<file path="config.mk">
export PLATFORM = sky130hd
export DESIGN_NAME = vx_operands_lane_splitter_flat
export DESIGN_NICKNAME = d
export VERILOG_FILES = /design/src/rtl/vx_operands_lane_splitter_if.sv /design/src/rtl/vx_operands_lane_splitter.sv /design/src/flat_wrapper.sv
export SDC_FILE = /design/constraint.sdc
export NUM_CORES = 1
export LEC_CHECK = 0
export BUFFER_PORTS_ARGS = -buffer_cell sky130_fd_sc_hd__buf_2
export CAP_MARGIN = 40
export CELL_PAD_IN_SITES_DETAIL_PLACEMENT = 1
export CELL_PAD_IN_SITES_GLOBAL_PLACEMENT = 1
export CORE_AREA = 2 2 270 272
export CTS_CLUSTER_DIAMETER = 150
export CTS_CLUSTER_SIZE = 10
export DETAILED_ROUTE_END_ITERATION = 10
export DIE_AREA = 0 0 272 274
export GPL_TIMING_DRIVEN = 0
export PLACE_DENSITY = 0.59
export SYNTH_ARGS = -nofsm -noshare
export SYNTH_HDL_FRONTEND = slang
export SYNTH_SLANG_ARGS = --single-unit
</file>
<file path="constraint.sdc">
create_clock -name clk -period 9.4 [get_ports clk]
set_input_delay 0 -clock clk [delete_from_list [all_inputs] [get_ports clk]]
set_output_delay 0 -clock clk [all_outputs]
set_load 0.01 [all_outputs]
</file>
<file path="src/rtl/vx_operands_lane_splitter_if.sv">
// Operand bundle types and the valid/ready interface that carries a bundle
// from the operand collector to the lane splitter.
package vx_operands_lane_splitter_pkg;

  localparam int unsigned NUM_THREADS = 4;
  localparam int unsigned XLEN        = 32;

  typedef struct packed {
    logic [7:0]  uuid;
    logic [1:0]  wid;
    logic [31:0] pc;
    logic [3:0]  op_type;
    logic        wb;
    logic [4:0]  rd;
  } op_hdr_t;

  localparam int unsigned HDR_W = $bits(op_hdr_t);

  typedef logic [NUM_THREADS-1:0][XLEN-1:0] lane_data_t;

  typedef struct packed {
    op_hdr_t                hdr;
    logic [NUM_THREADS-1:0] tmask;
    lane_data_t             rs1_data;
    lane_data_t             rs2_data;
    lane_data_t             rs3_data;
  } operands_t;

endpackage

interface vx_operands_if;
  import vx_operands_lane_splitter_pkg::*;

  logic      valid;
  operands_t data;
  logic      ready;

  modport master (output valid, output data, input ready);
  modport slave  (input valid, input data, output ready);
endinterface

</file>
<file path="src/rtl/vx_operands_lane_splitter.sv">
// Splits one operand bundle into OUT_LANES-wide beats, emitting only packets
// with at least one active thread (a single empty beat for an all-zero mask).
module vx_operands_lane_splitter
  import vx_operands_lane_splitter_pkg::*;
#(
  parameter int unsigned  NUM_LANES  = NUM_THREADS,
  parameter int unsigned  OUT_LANES  = 2,
  localparam int unsigned NUM_PKTS   = NUM_LANES / OUT_LANES,
  localparam int unsigned PID_W      = (NUM_PKTS > 1) ? $clog2(NUM_PKTS) : 1,
  localparam int unsigned LANE_IDX_W = (NUM_LANES > 1) ? $clog2(NUM_LANES) : 1
) (
  input  logic                      clk,
  input  logic                      reset,
  vx_operands_if.slave              operands_if,
  output logic                      out_valid,
  input  logic                      out_ready,
  output logic [HDR_W-1:0]          out_header,
  output logic [OUT_LANES-1:0]      out_tmask,
  output logic [OUT_LANES*XLEN-1:0] out_rs1_data,
  output logic [OUT_LANES*XLEN-1:0] out_rs2_data,
  output logic [OUT_LANES*XLEN-1:0] out_rs3_data,
  output logic [PID_W-1:0]          out_pid,
  output logic                      out_sop,
  output logic                      out_eop
);

  if (((NUM_LANES % OUT_LANES) != 0) || (NUM_LANES != NUM_THREADS)) begin : g_cfg_check
    $error("vx_operands_lane_splitter: NUM_LANES must match NUM_THREADS and be a multiple of OUT_LANES");
  end

  typedef enum logic [0:0] {
    IDLE = 1'b0,
    SEND = 1'b1
  } state_e;

  state_e                 state_q, state_d;
  logic                   ready_c;
  logic                   load_new;
  logic                   advance;

  logic [NUM_LANES-1:0]   tmask_q;
  lane_data_t             rs1_q, rs2_q, rs3_q;

  logic [NUM_LANES-1:0]   src_tmask;
  lane_data_t             src_rs1, src_rs2, src_rs3;
  logic [NUM_PKTS-1:0]    act;
  int unsigned            start;
  logic                   found;
  logic [PID_W-1:0]       pid_n;
  logic                   eop_n;
  logic [LANE_IDX_W-1:0]  base_n;

  assign operands_if.ready = ready_c;

  // Handshake control: accept in IDLE, or on the edge the last beat retires.
  always_comb begin
    state_d  = state_q;
    ready_c  = 1'b0;
    load_new = 1'b0;
    advance  = 1'b0;
    case (state_q)
      IDLE: begin
        ready_c = 1'b1;
        if (operands_if.valid) begin
          load_new = 1'b1;
          state_d  = SEND;
        end
      end
      SEND: begin
        if (out_ready) begin
          if (out_eop) begin
            ready_c = 1'b1;
            if (operands_if.valid) begin
              load_new = 1'b1;
            end else begin
              state_d = IDLE;
            end
          end else begin
            advance = 1'b1;
          end
        end
      end
      default: state_d = IDLE;
    endcase
    if (!reset) begin
      state_d  = IDLE;
      ready_c  = 1'b0;
      load_new = 1'b0;
      advance  = 1'b0;
    end
  end

  // Next beat selection: search from packet 0 for a new bundle, else past the current pid.
  always_comb begin
    src_tmask = tmask_q;
    src_rs1   = rs1_q;
    src_rs2   = rs2_q;
    src_rs3   = rs3_q;
    start     = 32'(out_pid) + 32'd1;
    if (load_new) begin
      src_tmask = operands_if.data.tmask;
      src_rs1   = operands_if.data.rs1_data;
      src_rs2   = operands_if.data.rs2_data;
      src_rs3   = operands_if.data.rs3_data;
      start     = 32'd0;
    end

    for (int unsigned p = 0; p < NUM_PKTS; p++) begin
      act[p] = |src_tmask[p*OUT_LANES +: OUT_LANES];
    end

    pid_n = '0;
    found = 1'b0;
    for (int unsigned p = 0; p < NUM_PKTS; p++) begin
      if (!found && (p >= start) && act[p]) begin
        pid_n = PID_W'(p);
        found = 1'b1;
      end
    end

    eop_n = 1'b1;
    for (int unsigned p = 0; p < NUM_PKTS; p++) begin
      if ((p > 32'(pid_n)) && act[p]) begin
        eop_n = 1'b0;
      end
    end

    base_n = LANE_IDX_W'(32'(pid_n) * OUT_LANES);
  end

  always_ff @(posedge clk) begin
    if (!reset) begin
      state_q   <= IDLE;
      out_valid <= 1'b0;
      out_sop   <= 1'b0;
      out_eop   <= 1'b0;
      out_pid   <= '0;
      tmask_q   <= '0;
    end else begin
      state_q   <= state_d;
      out_valid <= (state_d == SEND);
      if (load_new) begin
        tmask_q <= operands_if.data.tmask;
      end
      if (load_new || advance) begin
        out_sop <= load_new;
        out_eop <= eop_n;
        out_pid <= pid_n;
      end
    end
  end

  // Payload registers carry no reset; they are only observed while out_valid is high.
  always_ff @(posedge clk) begin
    if (load_new) begin
      rs1_q      <= operands_if.data.rs1_data;
      rs2_q      <= operands_if.data.rs2_data;
      rs3_q      <= operands_if.data.rs3_data;
      out_header <= operands_if.data.hdr;
    end
    if (load_new || advance) begin
      out_tmask    <= src_tmask[base_n +: OUT_LANES];
      out_rs1_data <= src_rs1[base_n +: OUT_LANES];
      out_rs2_data <= src_rs2[base_n +: OUT_LANES];
      out_rs3_data <= src_rs3[base_n +: OUT_LANES];
    end
  end

endmodule

</file>
<file path="src/flat_wrapper.sv">
// flat-port wrapper written by rule: the top's interface ports become plain ports
module vx_operands_lane_splitter_flat import vx_operands_lane_splitter_pkg::*;
#(
  parameter int unsigned  NUM_LANES  = NUM_THREADS,
  parameter int unsigned  OUT_LANES  = 2,
  localparam int unsigned NUM_PKTS   = NUM_LANES / OUT_LANES,
  localparam int unsigned PID_W      = (NUM_PKTS > 1) ? $clog2(NUM_PKTS) : 1,
  localparam int unsigned LANE_IDX_W = (NUM_LANES > 1) ? $clog2(NUM_LANES) : 1
)
  (clk, reset, out_valid, out_ready, out_header, out_tmask, out_rs1_data, out_rs2_data, out_rs3_data, out_pid, out_sop, out_eop, operands_if_valid, operands_if_data, operands_if_ready);
  vx_operands_if operands_if_i ();
  input  logic clk;
  input  logic reset;
  output logic out_valid;
  input  logic out_ready;
  output logic [HDR_W-1:0] out_header;
  output logic [OUT_LANES-1:0] out_tmask;
  output logic [OUT_LANES*XLEN-1:0] out_rs1_data;
  output logic [OUT_LANES*XLEN-1:0] out_rs2_data;
  output logic [OUT_LANES*XLEN-1:0] out_rs3_data;
  output logic [PID_W-1:0] out_pid;
  output logic out_sop;
  output logic out_eop;
  input wire logic [$bits(operands_if_i.valid)-1:0] operands_if_valid;
  input wire logic [$bits(operands_if_i.data)-1:0] operands_if_data;
  output wire logic [$bits(operands_if_i.ready)-1:0] operands_if_ready;
  assign operands_if_i.valid = operands_if_valid;
  assign operands_if_i.data = operands_if_data;
  assign operands_if_ready = operands_if_i.ready;
  vx_operands_lane_splitter #(.NUM_LANES(NUM_LANES), .OUT_LANES(OUT_LANES)) u_core (.clk(clk), .reset(reset), .operands_if(operands_if_i), .out_valid(out_valid), .out_ready(out_ready), .out_header(out_header), .out_tmask(out_tmask), .out_rs1_data(out_rs1_data), .out_rs2_data(out_rs2_data), .out_rs3_data(out_rs3_data), .out_pid(out_pid), .out_sop(out_sop), .out_eop(out_eop));
endmodule
</file>
==> results.toml <==
[run_status]
outcome = "finished clean"

[clocking]
cts_inserted_buffers = 73
cts_tree = "built"
clockBufferDepth = 3
htree_levels = 3
cts_resized = 0
clock-sinks = 638
cts_root_buffer = "clkbuf_16"
clk_pin_slew_worst_paths_ns = 0.06
insertion_delay_ns = 0.60

[floorplan]
start_util = 0.313
design.core.area_mm2 = 0.0720
io_pins = 695
design.die.area_mm2 = 0.0745
die_w_um = 272
rows = 99
die_h_um = 274

[global_routing]
grt_max_degree = 99
grt-ovfl-total = 0
grt_pass1_vias = 17798
antenna_found_initial = 12
grt_usage = 0.218
grt_pass1_wl_um = 119000

[routing]
antenna_left = 0
route.layer.met1.wl_um = 32700
dr.pass1.iters = 4
wl_met3_um = 4800
routed_wl_um = 82700
wl_met2_um = 42900
avgRoutedWirePerCell_um = 23.2
drc = 0
vias = 15868
drtIter0Drc = 529
viasPerCell = 4.45
top_layer_used = "met5"

[timing]
setup_tns_ns = 0
finalSetupViolations = 0
hold_viol = 0
finalWorstSetupSlack_ns = 6.47
final.period_utilization = 0.312
slew_viol_final = 0
fin_worst_skew_ns = 0.0181
maxSlewHeadroom = 0.424
max_freq_ghz = 0.341
rsz0062_at_grt = "false"
min_period_ns = 2.93
worstMarginPinSlew_ns = 0.864

[worst_setup_path]
cp_max_fo = 21
cp_cell_sequence = "a21boi_4, nor2_4, buf_2, buf_2, mux2i_1, nor2b_1, dlygate4sd3_1"
crit_path_top_delay_cell = "dlygate4sd3_1"
crit_family = "buffers and inverters"
cp-start-kind = "register"
crit_buf_inv = 3
worst_path_most_repeated_cell = "buf_2"
critPathRequiredTime_ns = 9.87
critPathCaptureType = "register"
slowest_delay_ns = 0.56
crit_type = "reg2reg"
arrival_ns = 3.40

[placed_design]
dp_slack_ns = 6.65
dp_hpwl_um = 57300
gp_congestion = 0.860
port_buffers = 694
dp.cells = 2977

[yosys]
ys_warn_count = 0
synthesis.area_mm2 = 0.0225
synth.distinct_cells = 24
syn-mean-instance-area_um2 = 17.0
synth_simple_gate_area_frac = 0.00345
synthAdderAreaFrac = 0
synth-xor-area-share = 0
synthMuxAreaShare = 0.292
synthCells = 1322
synth_compound_area_frac = 0.00517
synth_top_family_by_area = "multiplexers"
syn_nets = 1766
synth-seq-area-share = 0.677
ys_ff_latch = 638

[layout]
layout.nets = 2986
post_route_cells_drive_above_1_share = 0.528
area_growth_syn_to_layout_pct = 50.6
fill_cells = 7436
layout.cells.non_filler = 3563
layout_commonest_cell = "buf_2"
mostFrequentLayoutCells = "buf_2 (725), mux2_2 (527), dlygate4sd3_1 (449)"
fin_util = 0.471

[worst_hold_path]
hp-class = "in2reg"

[power]
p_leak_nw = 14.0
powerDensity_mw_per_mm2 = 219
ir_worst_vdd_mv = 0.151

[flow_run]
maxCapViolations = 0
[report_power, final]
part / switching [mW] / total (mW) / internal, mW
sequential: 0.117 / 3.51 / 3.39
combinational: 0.573 / 1.28 / 0.709
clock: 1.12 / 2.63 / 1.50
[layer usage]
metal / global-route usage / up-vias
li1: - / 7315
met1: 0.257 / 7936
met2: 0.391 / 478
met3: 0.0501 / 135
met4: 0.0719 / 4
met5: 0 / -
[synthesized netlist by cell type, drive strengths merged]
master	n	area, um2
mux2i	7	70.1
clkbuf	1	3.75
edfxtp	246	7390
a31oi	1	6.26
a21boi	1	18.8
inv	4	15.0
o22ai	2	12.5
nand2b	1	6.26
buf	64	478
dfxtp	392	7850
nand2	5	18.8
a221oi	2	17.5
o21ai	5	25.0
o21a	1	7.51
a2bb2oi	1	8.76
a21oi	4	20.0
mux2	577	6500
nor2b	6	37.5
nor2	2	15.0
[metrics by stage]
stage	instance area [um2]	hold slack [ns]	total power [mW]
3_3_place_gp	27200	0.177	4.63
4_1_cts	33900	0.0586	7.50
2_1_floorplan	22500	0.0989	4.24
3_5_place_dp	27200	0.178	4.68
6_report	33900	0.108	7.41
5_1_grt	33900	0.0873	7.75
[final timing paths]
path | end | cells past startpoint | start | slack [ns]
worst min register to register | u_core.rs3_q[119] | 1 | u_core.rs3_q[119] | 0.47
worst max-delay path | u_core.tmask_q[2] | 7 | u_core.out_eop | 6.47
worst max register to register | u_core.tmask_q[2] | 7 | u_core.out_eop | 6.47
worst min-delay path | u_core.out_header[19] | 2 | operands_if_data[407] | 0.11
[cells by family after synthesis]
kind of cell | Yosys count
multiplexers | 584
flip-flops | 638
AND/OR/NAND/NOR | 14
buffers and inverters | 69
AO/OA/AOI/OAI | 17
[timing repair]
| action | 4_1_cts | 5_1_grt |
|---|---|---|
| endpoints found under the hold margin | 638 | 0 |
| setup buffers | 0 | 0 |
| hold buffers | 449 | 0 |
[sequential cells by signal (all words and copies together), names as in the netlist]
register and flops:
u_core.out_sop 1, u_core.rs1_q 128, u_core.rs2_q 128, u_core.out_rs3_data 64, u_core.out_tmask 2, u_core.tmask_q 4
u_core.rs3_q 128, u_core.out_valid 1, u_core.out_header 52, u_core.out_pid 1, u_core.out_eop 1, u_core.out_rs1_data 64
u_core.out_rs2_data 64
[cell type report]
type                       count  area (um2)  share of cell area
antenna                        8        20.0            0.000591
buffer                        65         482              0.0142
clock buffer                 125        2070              0.0612
clock inverter                 4        75.1             0.00222
inverter                       4        22.5            0.000665
multi-input combinational    615        6770               0.200
sequential                   638       15200               0.450
tap                          959        1200              0.0354
timing repair buffer        1145        8020               0.237
Note: power is estimated with default switching activity, not from simulation.
